==> config.mk <==
export PLATFORM = sky130hd
export DESIGN_NAME = tty_sequencer
export DESIGN_NICKNAME = d
export VERILOG_FILES = /design/src/rtl/tty_sequencer.sv
export SDC_FILE = /design/constraint.sdc
export NUM_CORES = 1
export LEC_CHECK = 0
export BUFFER_PORTS_ARGS = -buffer_cell sky130_fd_sc_hd__buf_4
export CAP_MARGIN = 0
export CORE_MARGIN = 4
export CORE_UTILIZATION = 30
export CTS_CLUSTER_DIAMETER = 100
export CTS_CLUSTER_SIZE = 20
export DETAILED_ROUTE_END_ITERATION = 8
export PLACE_DENSITY = 0.56
export SLEW_MARGIN = 20
export SYNTH_ARGS = -nofsm -noshare
export SYNTH_HDL_FRONTEND = slang
export SYNTH_SLANG_ARGS = --single-unit
==> constraint.sdc <==
create_clock -name CLOCK -period 3.1 [get_ports CLOCK]
set_input_delay 0.775 -clock CLOCK [delete_from_list [all_inputs] [get_ports CLOCK]]
set_output_delay 0.775 -clock CLOCK [all_outputs]
set_load 0.01 [all_outputs]
==> src/rtl/tty_sequencer.sv <==
// Teletype register-port sequencer: feeds the keyboard register from a host FIFO and drains
// the printer register into a host FIFO, pacing each printed character by CHARCLKS cycles.
module tty_sequencer #(
  parameter int unsigned KBDEPTH  = 16,
  parameter int unsigned PRDEPTH  = 16,
  parameter int unsigned CHARCLKS = 100000
) (
  input  logic                       CLOCK,
  input  logic                       RESET_N,
  input  logic                       enable,
  input  logic                       flush,
  input  logic                       kb_valid,
  input  logic [7:0]                 kb_data,
  output logic                       kb_ready,
  output logic                       pr_valid,
  output logic [7:0]                 pr_data,
  input  logic                       pr_ready,
  output logic [$clog2(KBDEPTH):0]   kb_count,
  output logic [$clog2(PRDEPTH):0]   pr_count,
  output logic                       tty_armwrite,
  output logic [1:0]                 tty_armwaddr,
  output logic [1:0]                 tty_armraddr,
  output logic [31:0]                tty_armwdata,
  input  logic [31:0]                tty_armrdata
);

  localparam int unsigned KA = $clog2(KBDEPTH);
  localparam int unsigned KW = KA + 1;
  localparam int unsigned PA = $clog2(PRDEPTH);
  localparam int unsigned PW = PA + 1;
  localparam int unsigned TW = (CHARCLKS > 1) ? $clog2(CHARCLKS) : 1;
  localparam logic [KW-1:0] KbFull = KW'(KBDEPTH);
  localparam logic [PW-1:0] PrFull = PW'(PRDEPTH);
  localparam logic [TW-1:0] TLoad  = TW'(CHARCLKS - 1);

  typedef enum logic [2:0] {StKbRd, StKbChk, StKbWr, StPrRd, StPrChk, StPrWr} state_e;

  state_e          state_q;
  logic            busy_q;
  logic [TW-1:0]   timer_q;
  logic            kb_en_q;
  logic            run_q;

  logic [7:0]      kb_mem [KBDEPTH];
  logic [KA-1:0]   kb_wp_q, kb_rp_q;
  logic [KW-1:0]   kb_cnt_q;
  logic [7:0]      pr_mem [PRDEPTH];
  logic [PA-1:0]   pr_wp_q, pr_rp_q;
  logic [PW-1:0]   pr_cnt_q;

  logic kb_push, kb_pop, pr_push, pr_pop, pr_take;
  logic unused_rdata;

  assign unused_rdata = ^tty_armrdata[29:8];

  assign kb_ready = (kb_cnt_q != KbFull);
  assign kb_count = kb_cnt_q;
  assign pr_valid = (pr_cnt_q != '0);
  assign pr_data  = pr_mem[pr_rp_q];
  assign pr_count = pr_cnt_q;

  assign kb_push = kb_valid && kb_ready && !flush;
  assign kb_pop  = (state_q == StKbWr) && (kb_cnt_q != '0) && !flush;
  assign pr_pop  = pr_valid && pr_ready && !flush;
  // Teletype has a char and we are idle with room for it; otherwise leave it in place.
  assign pr_take = (state_q == StPrChk) && !busy_q && tty_armrdata[30] && (pr_cnt_q != PrFull);
  assign pr_push = pr_take && !flush;

  always_ff @(posedge CLOCK) begin
    if (kb_push) kb_mem[kb_wp_q] <= kb_data;
    if (pr_push) pr_mem[pr_wp_q] <= tty_armrdata[7:0];
  end

  always_ff @(posedge CLOCK or negedge RESET_N) begin
    if (!RESET_N) begin
      kb_wp_q  <= '0;
      kb_rp_q  <= '0;
      kb_cnt_q <= '0;
    end else if (flush) begin
      kb_wp_q  <= '0;
      kb_rp_q  <= '0;
      kb_cnt_q <= '0;
    end else begin
      if (kb_push) kb_wp_q <= kb_wp_q + KA'(1);
      if (kb_pop)  kb_rp_q <= kb_rp_q + KA'(1);
      if (kb_push && !kb_pop)      kb_cnt_q <= kb_cnt_q + KW'(1);
      else if (kb_pop && !kb_push) kb_cnt_q <= kb_cnt_q - KW'(1);
    end
  end

  always_ff @(posedge CLOCK or negedge RESET_N) begin
    if (!RESET_N) begin
      pr_wp_q  <= '0;
      pr_rp_q  <= '0;
      pr_cnt_q <= '0;
    end else if (flush) begin
      pr_wp_q  <= '0;
      pr_rp_q  <= '0;
      pr_cnt_q <= '0;
    end else begin
      if (pr_push) pr_wp_q <= pr_wp_q + PA'(1);
      if (pr_pop)  pr_rp_q <= pr_rp_q + PA'(1);
      if (pr_push && !pr_pop)      pr_cnt_q <= pr_cnt_q + PW'(1);
      else if (pr_pop && !pr_push) pr_cnt_q <= pr_cnt_q - PW'(1);
    end
  end

  // run_q delays the first KBCHK by one cycle after reset release.
  always_ff @(posedge CLOCK or negedge RESET_N) begin
    if (!RESET_N) begin
      state_q <= StKbRd;
      busy_q  <= 1'b0;
      timer_q <= '0;
      kb_en_q <= 1'b0;
      run_q   <= 1'b0;
    end else if (flush) begin
      state_q <= StKbRd;
      busy_q  <= 1'b0;
      timer_q <= '0;
      run_q   <= 1'b1;
    end else begin
      run_q <= 1'b1;
      if (busy_q && (timer_q != '0)) timer_q <= timer_q - TW'(1);
      case (state_q)
        StKbRd: if (enable && run_q) state_q <= StKbChk;
        StKbChk: begin
          if (!tty_armrdata[31] && (kb_cnt_q != '0)) begin
            state_q <= StKbWr;
            kb_en_q <= tty_armrdata[30];
          end else begin
            state_q <= StPrRd;
          end
        end
        StKbWr: state_q <= StPrRd;
        StPrRd: state_q <= StPrChk;
        StPrChk: begin
          if (busy_q && (timer_q == '0)) begin
            state_q <= StPrWr;
          end else begin
            if (pr_take) begin
              busy_q  <= 1'b1;
              timer_q <= TLoad;
            end
            state_q <= StKbRd;
          end
        end
        StPrWr: begin
          busy_q  <= 1'b0;
          state_q <= StKbRd;
        end
        default: state_q <= StKbRd;
      endcase
    end
  end

  // Write strobe decoded from state, suppressed by a same-cycle flush.
  always_comb begin
    tty_armwrite = 1'b0;
    tty_armwaddr = 2'd0;
    tty_armwdata = 32'd0;
    tty_armraddr = 2'd1;
    case (state_q)
      StPrRd, StPrChk, StPrWr: tty_armraddr = 2'd2;
      default:                 tty_armraddr = 2'd1;
    endcase
    if (!flush) begin
      case (state_q)
        StKbWr: begin
          tty_armwrite = 1'b1;
          tty_armwaddr = 2'd1;
          tty_armwdata = {1'b1, kb_en_q, 22'b0, kb_mem[kb_rp_q]};
        end
        StPrWr: begin
          tty_armwrite = 1'b1;
          tty_armwaddr = 2'd2;
          tty_armwdata = 32'h8000_0000;
        end
        default: ;
      endcase
    end
  end

endmodule

== Yosys cells after proc, flatten, opt, wreduce, memory -nomap -nowiden ==
Memories as Yosys holds them, arrays and structs flattened.
Cells that the tools add are included.
Word-level totals
  bits in registers: 49
  output and inout bits: 57
  bits of input ports: 46
  memory bits (writable): 256
  memories: 2
Operators by class
  muxes and demuxes: 39
  reductions and logical operators: 41
  bitwise operators: 1
  eq/ne operators: 10
  $add $sub $neg: 9
Memories
  kb_mem: words 16, bits a word 8, read ports 1, clocked after Yosys merged registers in 0, write ports 1, RTL line 44  | logic [7:0] kb_mem [KBDEPTH];
  pr_mem: words 16, bits a word 8, read ports 1, clocked after Yosys merged registers in 0, write ports 1, RTL line 47  | logic [7:0] pr_mem [PRDEPTH];
Operators by type and width (count)
  two-way mux 17 bit: 5
  case mux 32 bit (2 select lines): 1
  two-way mux 32 bit: 1
  two-way mux 4 bit: 8
  two-way mux 5 bit: 6
  logical AND 1 bit: 18
  zero test 17 bit: 1
  nonzero test 17 bit: 1
  subtractor 17 x 1 -> 17 bit, second input constant: 1
  adder 4 x 1 -> 4 bit, second input constant: 4
  case mux 3 bit (5 select lines): 1
  adder 5 x 1 -> 5 bit, second input constant: 2
  two-way mux 1 bit: 10
  != test 5 bit, second input constant: 2
  nonzero test 5 bit: 2
  subtractor 5 x 1 -> 5 bit, second input constant: 2
  two-way mux 3 bit: 3
  != test 3 bit, second input constant: 3
  nonzero test 3 bit: 3
  nonzero test 2 bit: 4
  zero test 1 bit: 7
  equality test 3 x 2 -> 1 bit, second input constant: 2
  equality test 3 bit, second input constant: 2
  AND reduction 3 bit: 2
  other kinds (8): 9

== Depth between registers and ports, before layout ==
  depth in word-level cells: 10
  depth in mapped cells: 11
  depth with buffers taken out: 10

== Worst setup path after synthesis ==
No wires, ideal clock.
  path kind: input port to flip-flop
  start point: input port tty_armrdata[30]
  end point: register pr_cnt_q[4] (netlist: pr_count[4])
  data arrival time: 2.919 ns
  required time: 2.963 ns
  cell stages on the path: 9
  path slack: 0.044 ns
  setup time: 0.137 ns
  cells stage by stage: nor3b_1 o211ai_2 or3_1 fa_1 a21o_1 a21oi_1 and3_1 o21ai_0 nor3b_1
On the way
  longest elaborated chain between the ends: 6
RTL lines
  start: declaration: RTL line 24  | input logic [31:0] tty_armrdata
  logical AND 1 bit * (2 in a row): RTL line 66  | assign pr_take = (state_q == StPrChk) && !busy_q && tty_armrdata[30] && (pr_cnt_q != PrFull);
  logical AND 1 bit *: RTL line 67  | assign pr_push = pr_take && !flush;
  logical AND 1 bit or zero test 1 bit (tied branches): RTL line 103, 104
  two-way mux 5 bit or logical AND 1 bit (tied branches): RTL line 103, 104
  two-way mux 5 bit or nonzero test 3 bit (tied branches)
  end signal: assignment: RTL line 103  | if (pr_push && !pr_pop) pr_cnt_q <= pr_cnt_q + PW'(1);
  end signal: assignment: RTL line 104  | else if (pr_pop && !pr_push) pr_cnt_q <= pr_cnt_q - PW'(1);
  end: declaration: RTL line 49  | logic [PW-1:0] pr_cnt_q;
Mark *: on every way between the ends. The rest lies on a longest branch, timed or not.
A chain may end at the register's enable or synchronous reset.

== Worst setup path after layout ==
  start point: register pr_rp_q[0]
  end point: output port pr_data[5]
On the way
  longest elaborated chain between the ends: 1
RTL lines
  start: declaration: RTL line 48  | logic [PA-1:0] pr_wp_q, pr_rp_q;
  start signal: assignment: RTL line 102  | if (pr_pop) pr_rp_q <= pr_rp_q + PA'(1);
  memory read (16 x 8 bit)
  end: declaration: RTL line 16  | output logic [7:0] pr_data,
Every way passes these cells.

==> qor.txt <==
simple-gate area share of the yosys netlist: 7.88%
count of final setup violators: 8
final critical-path setup slack: -84.8 ps
Root Buffer Master: sky130_fd_sc_hd__clkbuf_16
Boundary Pins: 103
adder and majority gate portion of the synthesized area: 2.13%
share of flip-flops with an asynchronous set or reset after synthesis: 16.1%
leading cell type in the layout, fill and taps excluded: sky130_fd_sc_hd__edfxtp_1
number of fill cells in the layout: 4077
insertion delay to the later sink of the worst-skew pair: 520 ps
worst relative slew slack: 50.9%
buffers added on ports: 58
footprint of the multi-input gates: 4050 sq um
synth-to-layout area growth: 18.6%
netlist area before placement: 13100 sq um
flops & latches, synth: 305
peak fanout along the critical path: 10
clock skew after layout: 22.2 ps
Iteration-0 DRC Markers: 449
final core utilization: 36.0%
number of antenna violations at the first check in global routing: 0
largest vdd supply drop: 0.535 mV
Static Leakage: 5.32 nW
clock tree from TritonCTS: done
mux cell area share after synthesis: 13.0%
endpoint kind of the worst setup timing path: primary output
drt drc: 0
Initial Utilization: 30.3%
wire length of the first global-routing pass: 42700 um
Setup TNS: -474 ps
Reg clk slew, reported paths: 90 ps
Design Power: 9.73 mW
setup slack after placement: 80.4 ps
result of the run: complete, but fails checks
arrival time of the worst setup path: 2410 ps
fraction of final layout cells sized beyond drive strength 1: 29.8%
Core ar.: 43100 sq um
critical path class: flip-flop to primary output
highest-count cells in the layout ignoring fill and taps: sky130_fd_sc_hd__edfxtp_1, sky130_fd_sc_hd__buf_4, sky130_fd_sc_hd__nor2_1, sky130_fd_sc_hd__mux4_2, sky130_fd_sc_hd__dfrtp_1
count of yosys warnings during synthesis: 0
fraction of the yosys area taken by sequential cells: 68.2%
aggregate global-route resource usage: 11.5%
number of synthesized flops with an enable pin: 256
HPWL after DPL: 17600 um
Critical Path RT: 2320 ps
routability cong.: 0.754
main combinational cell family by area after synthesis: multiplexers
Clock Tree Buf Depth: 3
antenna diode instance count: 0
vias in the first global route: 7197
startpoint type of the worst setup path: flip-flop
post-DR wirelength/cell: 18.1 um
area share of xor/xnor cells in the synthesized design: 1.94%
per-instance average area after synthesis: 16.6 sq um
H-tree depth: 1
net count of the finished layout: 977
Worst-Margin Slew: 727 ps
min Tclk post-route: 3180 ps
Maximum Capacitance Violations: 0
die footprint: 46900 sq um
final cell count without fillers: 1509
std cell rows: 76
Cells after DPL: 1454
power density over cell area: 628 nW/um^2
number of library cell types mapped by synthesis: 60
kind of path behind the tightest hold check: primary input to asynchronous set/reset pin
hold buffer count at cts: 0
number of CTS-inserted buffers: 20
vias per cell: 4.61
Peak Freq: 314 MHz
Vert. Die Dim: 217 um
number of endpoints with negative hold slack in the final report: 0
violations in the final reports: setup timing
combined flip-flop and latch cell area: 8920 sq um
TritonCTS sink count: 305
final clock period utilization by the worst path: 103%
GRT overflow: 0
pin count of the biggest net entering global routing: 50
number of iterations in the first detailed-routing pass: 4
overall die width: 217 um
RSZ-0062 raised after global routing: true
compound-cell area share of the yosys netlist: 4.08%
Antenna Nets Post-Route: 0
total number of vias: 6957
placed inst area: 14500 sq um
Hold Worst Slack: 283 ps
pins over their slew limit: 0
most used flip-flop cell after synthesis: sky130_fd_sc_hd__edfxtp_1
cell area after layout: 15500 sq um
Synth Instances: 789
Post-Route WL: 27300 um
critical path, cell delays in order, from the launching register on:
cell and delay (ps):
sky130_fd_sc_hd__dfrtp_2 460, sky130_fd_sc_hd__buf_4 180, sky130_fd_sc_hd__buf_16 150, sky130_fd_sc_hd__mux4_2 510, sky130_fd_sc_hd__nor2b_1 150, sky130_fd_sc_hd__a221o_1 290, sky130_fd_sc_hd__buf_4 150
power by group:
group          total [mW]  leakage [nW]  switching, mW  internal, mW
clock network        2.74         0.306           1.36          1.38
registers            4.66          2.97          0.114          4.55
logic                2.33          2.05           1.07          1.26
path summary, 6_finish.rpt:
path                                    startpoint                       to  slack, ps  cells after the start
setup / recovery            pr_rp_q[0]$_DFFE_PN0P_               pr_data[5]        -80                      6
hold / removal                             RESET_N  pr_count[3]$_DFFE_PN0P_        280                      1
setup reg to reg           pr_count[1]$_DFFE_PN0P_  pr_count[4]$_DFFE_PN0P_        230                      9
hold reg to reg                kb_en_q$_DFFE_PN0P_      kb_en_q$_DFFE_PN0P_        510                      1
max in group asynchronous                  RESET_N   pr_rp_q[0]$_DFFE_PN0P_       2330                      1
min in group CLOCK                tty_armrdata[30]      kb_en_q$_DFFE_PN0P_        500                      2
synth_stat cells (3+ instances only):
master	count	area share [%]
sky130_fd_sc_hd__xor2_1	23	1.5
sky130_fd_sc_hd__a211oi_1	4	0.23
sky130_fd_sc_hd__nand2b_1	8	0.38
sky130_fd_sc_hd__clkbuf_1	22	0.63
sky130_fd_sc_hd__ha_1	19	1.8
sky130_fd_sc_hd__edfxtp_1	256	59
sky130_fd_sc_hd__o22ai_1	14	0.67
sky130_fd_sc_hd__nor3b_1	3	0.17
sky130_fd_sc_hd__xnor2_1	6	0.40
sky130_fd_sc_hd__mux4_2	56	9.7
sky130_fd_sc_hd__nand2_1	34	0.98
sky130_fd_sc_hd__buf_4	23	1.3
sky130_fd_sc_hd__or3_1	4	0.19
sky130_fd_sc_hd__nand3b_1	4	0.23
sky130_fd_sc_hd__and2_1	14	0.67
sky130_fd_sc_hd__dfrtp_1	49	9.4
sky130_fd_sc_hd__nor3_1	11	0.42
sky130_fd_sc_hd__inv_1	10	0.29
sky130_fd_sc_hd__buf_1	3	0.086
sky130_fd_sc_hd__a21o_1	8	0.46
sky130_fd_sc_hd__a31oi_1	3	0.14
sky130_fd_sc_hd__nor2b_1	11	0.53
sky130_fd_sc_hd__mux2_2	17	1.5
sky130_fd_sc_hd__mux2i_1	25	1.9
sky130_fd_sc_hd__nor4b_1	3	0.20
sky130_fd_sc_hd__o21ai_0	5	0.19
sky130_fd_sc_hd__a21oi_1	15	0.57
sky130_fd_sc_hd__nor2_1	69	2.0
sky130_fd_sc_hd__nor4_1	5	0.24
sky130_fd_sc_hd__nand4_1	8	0.38
sky130_fd_sc_hd__or4_1	3	0.17
sky130_fd_sc_hd__buf_2	8	0.31
sky130_fd_sc_hd__a221o_1	6	0.46
sky130_fd_sc_hd__nand3_1	7	0.27
final cells by class:
class,instances,area share [%]
flip-flops and latches,305,57.5
multi-input cells,439,26.1
repair buffers,134,7.31
well taps,585,4.72
clock buffers,32,3.68
clock inverters,4,0.412
inverters,10,0.242
flip-flops by register name (all words and copies together), names as in the netlist:
name,flops
kb_mem,128
kb_count,5
kb_en_q,1
pr_mem,128
busy_q,1
pr_wp_q,4
pr_count,5
pr_rp_q,4
kb_wp_q,4
run_q,1
kb_rp_q,4
timer_q,17
state_q,3
timing repair:
item | 4_1_cts | 5_1_grt
setup buffers | 9 | 8
hold endpoints to repair | 0 | 0
resized for setup | 17 | 19
gates cloned | 1 | 1
endpoints found under the setup margin | 16 | 17
cell families (layout without fill, tap and decap cells):
kind of cell / after synthesis / after routing
compound gates: 71 / 71
xor+xnor: 29 / 29
fa+ha+maj: 21 / 21
buf+inv: 66 / 180
flops: 305 / 305
mux: 98 / 98
other cells: 2 / 23
simple gates: 197 / 197
metal layers:
layer / share of wire, % / vias up / routed length [um] / global-route usage [%]
met4: 1.4 / 0 / 379 / 2.37
li1: - / 3237 / - / -
met5: 0 / - / 0 / 0
met1: 46 / 3579 / 12700 / 16.1
met3: 3.4 / 25 / 922 / 1.72
met2: 49 / 116 / 13300 / 19.1
No activity file was read; power rests on OpenSTA's default activity.
